[src/rtl/seg_scan_ctrl.sv]
// Dual-digit seven-segment scan controller with frame-synchronous value update,
// inter-digit blanking and 16-level PWM brightness.
module seg_scan_ctrl #(
  parameter int unsigned SHOW_CYCLES    = 6000,
  parameter int unsigned BLANK_CYCLES   = 16,
  parameter bit          SEG_ACTIVE_LOW = 1'b1
) (
  input  logic       clk,
  input  logic       reset_i,
  input  logic [7:0] value_i,
  input  logic       value_valid_i,
  output logic       value_ready_o,
  input  logic [3:0] brightness_i,
  output logic [6:0] seg_o,
  output logic       dig_sel_o,
  output logic       frame_o
);

  localparam int unsigned MAX_LEN = (SHOW_CYCLES > BLANK_CYCLES) ? SHOW_CYCLES : BLANK_CYCLES;
  localparam int unsigned CNT_W   = $clog2(MAX_LEN);
  localparam int unsigned PROD_W  = $clog2(SHOW_CYCLES) + 5;
  localparam int unsigned CMP_W   = CNT_W + 1;
  localparam logic [6:0]  SEG_OFF = SEG_ACTIVE_LOW ? 7'h7F : 7'h00;

  typedef enum logic [1:0] {
    BLANK_LO = 2'd0,
    SHOW_LO  = 2'd1,
    BLANK_HI = 2'd2,
    SHOW_HI  = 2'd3
  } state_t;

  state_t           state_q, state_d;
  logic [CNT_W-1:0] cnt_q, cnt_d;
  logic             live_q, live_d;
  logic [7:0]       disp_q, disp_d;
  logic [7:0]       pend_q, pend_d;
  logic             pend_valid_q, pend_valid_d;
  logic [3:0]       bright_q, bright_d;
  logic [6:0]       seg_q, seg_d;
  logic             dig_q, dig_d;
  logic             frame_q, frame_d;
  logic             ready_q, ready_d;

  logic [PROD_W-1:0] prod;
  logic [CMP_W-1:0]  on_len;
  logic [CNT_W-1:0]  last_cnt;
  logic              boundary;
  logic              xfer;
  logic              lit;
  logic [3:0]        nib;
  logic [6:0]        seg_raw;

  function automatic logic [6:0] glyph(input logic [3:0] n);
    case (n)
      4'h0: glyph = 7'h3F;
      4'h1: glyph = 7'h06;
      4'h2: glyph = 7'h5B;
      4'h3: glyph = 7'h4F;
      4'h4: glyph = 7'h66;
      4'h5: glyph = 7'h6D;
      4'h6: glyph = 7'h7D;
      4'h7: glyph = 7'h07;
      4'h8: glyph = 7'h7F;
      4'h9: glyph = 7'h6F;
      4'hA: glyph = 7'h77;
      4'hB: glyph = 7'h7C;
      4'hC: glyph = 7'h39;
      4'hD: glyph = 7'h5E;
      4'hE: glyph = 7'h79;
      default: glyph = 7'h71;
    endcase
  endfunction

  // Lit window length, full-width product before the divide by 16
  assign prod   = PROD_W'({1'b0, bright_q} + 5'd1) * PROD_W'(SHOW_CYCLES);
  assign on_len = CMP_W'(prod >> 4);

  always_ff @(posedge clk or posedge reset_i) begin
    if (reset_i) begin
      state_q      <= BLANK_LO;
      cnt_q        <= '0;
      live_q       <= 1'b0;
      disp_q       <= 8'h00;
      pend_q       <= 8'h00;
      pend_valid_q <= 1'b0;
      bright_q     <= 4'hF;
      seg_q        <= SEG_OFF;
      dig_q        <= 1'b0;
      frame_q      <= 1'b0;
      ready_q      <= 1'b1;
    end else begin
      state_q      <= state_d;
      cnt_q        <= cnt_d;
      live_q       <= live_d;
      disp_q       <= disp_d;
      pend_q       <= pend_d;
      pend_valid_q <= pend_valid_d;
      bright_q     <= bright_d;
      seg_q        <= seg_d;
      dig_q        <= dig_d;
      frame_q      <= frame_d;
      ready_q      <= ready_d;
    end
  end

  // Next state, value path and registered outputs computed from the next state
  always_comb begin
    state_d      = state_q;
    cnt_d        = cnt_q;
    live_d       = 1'b1;
    disp_d       = disp_q;
    pend_d       = pend_q;
    pend_valid_d = pend_valid_q;
    bright_d     = bright_q;
    last_cnt     = CNT_W'(BLANK_CYCLES - 1);
    boundary     = live_q && (state_q == BLANK_LO) && (cnt_q == '0);
    xfer         = value_valid_i && ready_q;

    if (state_q == SHOW_LO || state_q == SHOW_HI) begin
      last_cnt = CNT_W'(SHOW_CYCLES - 1);
    end

    // The cycle right after reset release only arms the scan; it becomes the first boundary
    if (live_q) begin
      if (cnt_q == last_cnt) begin
        cnt_d = '0;
        case (state_q)
          BLANK_LO: state_d = SHOW_LO;
          SHOW_LO:  state_d = BLANK_HI;
          BLANK_HI: state_d = SHOW_HI;
          default:  state_d = BLANK_LO;
        endcase
      end else begin
        cnt_d = cnt_q + CNT_W'(1);
      end
    end

    if (boundary) begin
      bright_d = brightness_i;
      if (pend_valid_q) begin
        disp_d       = pend_q;
        pend_valid_d = 1'b0;
      end
    end

    if (xfer) begin
      pend_d       = value_i;
      pend_valid_d = 1'b1;
    end

    nib     = (state_d == SHOW_HI) ? disp_d[7:4] : disp_d[3:0];
    lit     = ((state_d == SHOW_LO) || (state_d == SHOW_HI)) && ({1'b0, cnt_d} < on_len);
    seg_raw = lit ? glyph(nib) : 7'h00;
    seg_d   = SEG_ACTIVE_LOW ? ~seg_raw : seg_raw;
    dig_d   = (state_d == BLANK_HI) || (state_d == SHOW_HI);
    frame_d = (state_d == BLANK_LO) && (cnt_d == '0);
    ready_d = !pend_valid_d;
  end

  assign seg_o         = seg_q;
  assign dig_sel_o     = dig_q;
  assign frame_o       = frame_q;
  assign value_ready_o = ready_q;

endmodule

[config.mk]
export PLATFORM = sky130hd
export DESIGN_NAME = seg_scan_ctrl
export DESIGN_NICKNAME = d
export VERILOG_FILES = /design/src/rtl/seg_scan_ctrl.sv
export SDC_FILE = /design/constraint.sdc
export NUM_CORES = 1
export LEC_CHECK = 0
export BUFFER_PORTS_ARGS = -buffer_cell sky130_fd_sc_hd__buf_2
export CORE_UTILIZATION = 45
export DETAILED_ROUTE_END_ITERATION = 8
export GPL_ROUTABILITY_DRIVEN = 0
export PLACE_DENSITY_LB_ADDON = 0.05
export SYNTH_ARGS = -nofsm -noshare
export SYNTH_HDL_FRONTEND = slang
export SYNTH_SLANG_ARGS = --single-unit
[constraint.sdc]
create_clock -name clk -period 12.1 [get_ports clk]
set_input_delay 1.21 -clock clk [delete_from_list [all_inputs] [get_ports clk]]
set_output_delay 1.21 -clock clk [all_outputs]
set_load 0.005 [all_outputs]
# Word level (Yosys, flattened, before mapping)
# Memories as Yosys holds them, arrays and structs flattened.
# Cells that the tools add are included.
dict set report word_totals {
  reg_bits 47
  mem_bits_ro 112
  input_bits 15
  output_inout_bits 10
  word_cells 49
  memories 1
}
# name words word_bits read_ports rd_ports_with_merged_regs write_ports line_no
set memory_table {}
lappend memory_table {{(no name shown)} 16 7 1 0 0 54} ;# case (n)
dict set report op_classes {
  n_addsub 2
  multipliers 1
  magnitude_cmp 1
  n_eq_ne 7
  muxes 12
  n_bitwise 1
  reduce_logical 13
}
# operator n
set ops {}
lappend ops {{2-to-1 mux 13 bit} 3}
lappend ops {{logical NOT 13 bit} 2}
lappend ops {{2-to-1 mux 8 bit} 2}
lappend ops {{less-than comparator 13 x 14 -> 1 bit} 1}
lappend ops {{multiplier 5 x 9 -> 14 bit, second input constant} 1}
lappend ops {{adder 13 x 1 -> 13 bit, second input constant} 1}
lappend ops {{equality test 13 bit} 1}
lappend ops {{equality test 2 bit, second input constant} 4}
lappend ops {{2-to-1 mux 7 bit} 1}
lappend ops {{NOT 7 bit} 1}
lappend ops {{case mux 2 bit (3 select lines)} 1}
lappend ops {{adder 4 x 1 -> 5 bit, second input constant} 1}
lappend ops {{logical AND 1 bit} 5}
lappend ops {{equality test 2 x 1 -> 1 bit, second input constant} 2}
lappend ops {{logical NOT 2 bit} 2}
lappend ops {{2-to-1 mux 2 bit} 2}
lappend ops {{2-to-1 mux 4 bit} 1}
lappend ops {{logical OR 1 bit} 3}
lappend ops {{2-to-1 mux 1 bit} 2}
lappend ops {{logical NOT 1 bit} 1}

# Logic depth before layout (Yosys ltp)
dict set report logic_depth {
  ltp_word 11
  ltp_mapped 25
  mapped_depth_nobuf 25
}

# Worst setup path after synthesis
# OpenSTA, ideal clock, no wires.
dict set report synth_timing {
  path_kind {register -> register}
  startpoint {register bright_q[0]}
  endpoint {register seg_q[4] (netlist: seg_o[4])}
  setup_time_ps 111
  arrival_ps 5327
  required_time_ps 11989
  setup_slack_ps 6662
  path_stages_with_launch 25
  n_path_buf 0
  period_less_slack_ps 5438
  cell_sequence {dfstp_2 > ha_1 > xor2_1 > inv_1 > fa_1 > inv_1 > ha_1 > inv_1 > fa_1 > inv_1 > ha_1 > o21ai_0 > nor2_1 > o21a_1 > o21ai_0 > inv_1 > a21oi_1 > xor2_1 > ha_1 > a21o_1 > a21oi_1 > o21ai_0 > a21o_2 > a21boi_1 > o311ai_0}
}
dict set report synth_via {
  elab_chain_len 6
}
# item line_no
set synth_lines {}
lappend synth_lines {{start: declaration} 38} ;# logic [3:0] bright_q, bright_d;
lappend synth_lines {{start signal: assignment} 98} ;# bright_q <= bright_d;
lappend synth_lines {{adder 4 x 1 -> 5 bit} 75} ;# assign prod = PROD_W'({1'b0, bright_q} + 5'd1) * PROD_W'(SHOW_CYCLES);
lappend synth_lines {{multiplier 5 x 9 -> 14 bit} 75}
lappend synth_lines {{less-than comparator 13 x 14 -> 1 bit} 152} ;# lit = ((state_d == SHOW_LO) || (state_d == SHOW_HI)) && ({1'b0, cnt_d} < on_len);
lappend synth_lines {{logical AND 1 bit} 152}
lappend synth_lines {{2-to-1 mux 7 bit} 153} ;# seg_raw = lit ? glyph(nib) : 7'h00;
lappend synth_lines {{NOT 7 bit} 154} ;# seg_d = SEG_ACTIVE_LOW ? ~seg_raw : seg_raw;
lappend synth_lines {{named net seg_d[4]} 39} ;# logic [6:0] seg_q, seg_d;
lappend synth_lines {{end signal: assignment} 99} ;# seg_q <= seg_d;
lappend synth_lines {{end: declaration} 39}
# The timed path passes the listed nets, and every way through them passes these cells.
# A chain may end at the register's enable or synchronous reset.

# Final worst setup path
dict set report layout_timing {
  startpoint {register bright_q[0]}
  endpoint {register seg_q[6] (netlist: seg_o[6])}
}
# The elaborated chain is that of the path after synthesis.

==> results.md <==
* Pre-CTS setup slack at 5.917 ns
* Final worst-path setup slack at just under 6 ns
* DP Cell Count at 459
* Status: completed
* TritonRoute pass-1 iters at 4
* Global-route wire length before repair at between 10,000 and 15,000 microns
* Initial antenna violation count at 0
* Initial core utilization at 0.4618
* Crit path DAT at roughly 6.4 ns
* Synth top area cells: dfrtp_1 25%, ha_1 18%, dfstp_2 8.9%
* Drt initial violations at 96
* Kind of critical path: register to register
* Postcts setup bufs at 0
* Post-Route WL at 6499 microns
* Critical path's top delay family: compound AO/OA/AOI/OAI gates
* DRT antenna net count at 0
* R2R Path End: seg_o[6]
* DR vias at 2,381
* ANT cells at 0
* CTS root buf: clkbuf_8
* CP most frequent cell: inv_1
* Worst-path cell chain: ha_1, xor2_1, inv_1, fa_1, inv_1, ha_1, inv_1, fa_1, inv_1, ha_1, o21ai_0, nor2_1, o21a_1, o21ai_0, inv_1, a21oi_1, xor2_1, ha_1, a21o_1, a21oi_1, o21ai_0, a21o_2, a21boi_1, o221ai_1
* Most frequent cells after synthesis: 51 x ha_1, 38 x inv_1, 35 x dfrtp_1, 24 x nand2_1, 22 x nor2_1
* Mean Syn Cell Area at 10.44 sq um
* Crit-path slowest cell: dfstp_2
* Worst reg-to-reg path cell count at 24
* Setup crit end kind: register
* Share of layout cells above drive strength 1 at 0.2082
* Maximum net fanout on the critical path at 9
* Critical R2R Launch: bright_q[0]
* Critical path data required time at 12.28 ns
* Worst-Margin Slew at 0.9875 ns
* Stages on the worst setup path at 24
* FFs w/ async S/R, synth at 1.000
* CTS H-tree lvls at 2
* Detailed-route DRC error count at 0
* Count of cell types in the netlist at between 50 and 60
* Io pins at 25
* Final min period at about 6.2 ns
* Critical Path Max Stage Delay at about 0.67 ns
* Syn nets at 415
* Core Footprint at approximately 7700 sq um
* Hold Violations, Final at 0
* Grt ovf at 0
* Via density at 5.099
* Drt wl/cell at between 10 and 15 microns
* Placed wire-length estimate at 5064 microns
* # setup viols final at 0
* Cell taking the most area after synthesis: dfrtp_1
* Pin count of the biggest net entering global routing at 48
* Synth Flop Type: dfrtp_1
* Hold Buf Count CTS at 0
* Post-CTS Resized at 0
* Post-synthesis cell area at between 3000 and 4000 sq um
* CTS tree: built
* Maxcap violations at 0
* Die area at 8247 sq um
* Unrepaired setup endpoints after global routing: false
* Total CTS buffers at 5
* Synth top area share at 0.2467
* Pins Over Slew Limit at 0
* Post-Layout Cell Count at 467
* Clock slew at reported path FFs at around 0.090 ns
* Syn-to-layout area delta at 8.883%
* Die X at between 90 and 100 microns
* Clk Latency, worst-skew pair at around 0.30 ns
* Bufs on Longest Clock Path at 2
* Vias in the first global route at 2,338
* # rows at 32
* Critical path origin: bright_q[0]
* Final clock skew at around 0.0081 ns
* Layout Nets at around 440
* Port-buffer cells at 24
* Most common cell in the netlist: ha_1
* Max Fclk at 161.9 MHz
* Clk sinks at 47
* Crit path to: seg_o[6]
* Gate Count Post-Synth at 340
* Die height at between 90 and 100 microns
* Post-synth EDFFs at 0
* Final cycle utilization of the critical path at 0.5105
* Startpoint Class: register
* #FFs+latches synth at 47
* Max-slew headroom at 0.3407
* Worst Hold Class: register to register
* Tot GR Track Use at 0.1691
* Setup TNS at 0 ns
* Synth Warn # at 0
* Layout Utilization at 0.5028
* R2r setup slk at 5.92 ns
* CP bufs+invs at 5
* Seq/Total Area, Yosys at 0.3356
## flip-flops by register name (all words and copies together) (netlist names), 2 cells and up
signal    cells
pend_q        8
seg_o         7
cnt_q        13
state_q       2
bright_q      4
disp_q        8
## worst register-to-register path: stages (launching register included)
cell,delay [ns]
dfstp_2,0.67
ha_1,0.22
xor2_1,0.37
inv_1,0.10
fa_1,0.49
inv_1,0.05
ha_1,0.33
inv_1,0.07
fa_1,0.49
inv_1,0.04
ha_1,0.30
o21ai_0,0.22
nor2_1,0.08
o21a_1,0.20
o21ai_0,0.34
inv_1,0.08
a21oi_1,0.23
xor2_1,0.18
ha_1,0.26
a21o_1,0.18
a21oi_1,0.12
o21ai_0,0.09
a21o_2,0.19
a21boi_1,0.51
o221ai_1,0.27
## kinds of logic (layout without fill, tap and decap cells)
| family | after synthesis | in the layout | share of synthesized area |
|---|---|---|---|
| AND/OR/NAND/NOR | 89 | 89 | 0.1276 |
| adder cells (fa/ha/maj) | 60 | 60 | 0.2305 |
| flip-flops | 47 | 47 | 0.3356 |
| buffers and inverters | 45 | 70 | 0.05957 |
| AO/OA/AOI/OAI | 44 | 44 | 0.08390 |
| multiplexers | 30 | 30 | 0.1026 |
| XOR/XNOR | 24 | 24 | 0.05922 |
| other | 1 | 1 | 0.001056 |
## metrics by stage
step                hold WS (ns)  instance area [sq um]
floorplan                 0.4395                   3550
global placement          0.4621                   3729
detailed placement        0.4692                   3729
CTS                       0.4934                   3865
global route              0.5284                   3865
finish                    0.4863                   3865
## layer usage
layer  wire, microns  vias to the layer above  global-route usage
li1                -                     1226                   -
met1            3545                     1126              0.2548
met2            2753                       27              0.2506
met3             161                        2             0.02946
met4              38                        0             0.04233
met5               0                        -                   0
## layout by cell type, fill, tap and decap left out, types with 9 or more instances in the layout
master   count
ha_1        51
inv_1       37
dfrtp_1     35
nand2_1     24
buf_2       24
nor2_1      22
mux2_2      18
xnor2_1     12
xor2_1      12
dfstp_2     12
o21ai_0     10
a21oi_1     10
nand3_1      9
mux2i_1      9
fa_1         9
## worst min-delay path by stage
stage                     startpoint         to  slack (ns)  cells after the start
after floorplan            disp_q[1]  disp_q[1]        0.44                      2
after global placement     disp_q[4]  disp_q[4]        0.46                      2
after detailed placement   disp_q[4]  disp_q[4]        0.47                      2
after CTS                  disp_q[4]  disp_q[4]        0.49                      2
after global routing       disp_q[4]  disp_q[4]        0.53                      2
final                      disp_q[0]  disp_q[0]        0.49                      2
## cell type report
| class | instances | area, sq um |
|---|---|---|
| Clock buffer | 5 | 68.82 |
| Clock inverter | 3 | 67.56 |
| Fill cell | 731 | 3822 |
| Inverter | 38 | 142.6 |
| Multi-Input combinational cell | 248 | 2147 |
| Sequential cell | 47 | 1191 |
| Tap cell | 102 | 127.6 |
| Timing Repair Buffer | 24 | 120.1 |
Power is not shown: default switching activity piles up to over one toggle a cycle in this logic, so the estimate is an artifact.
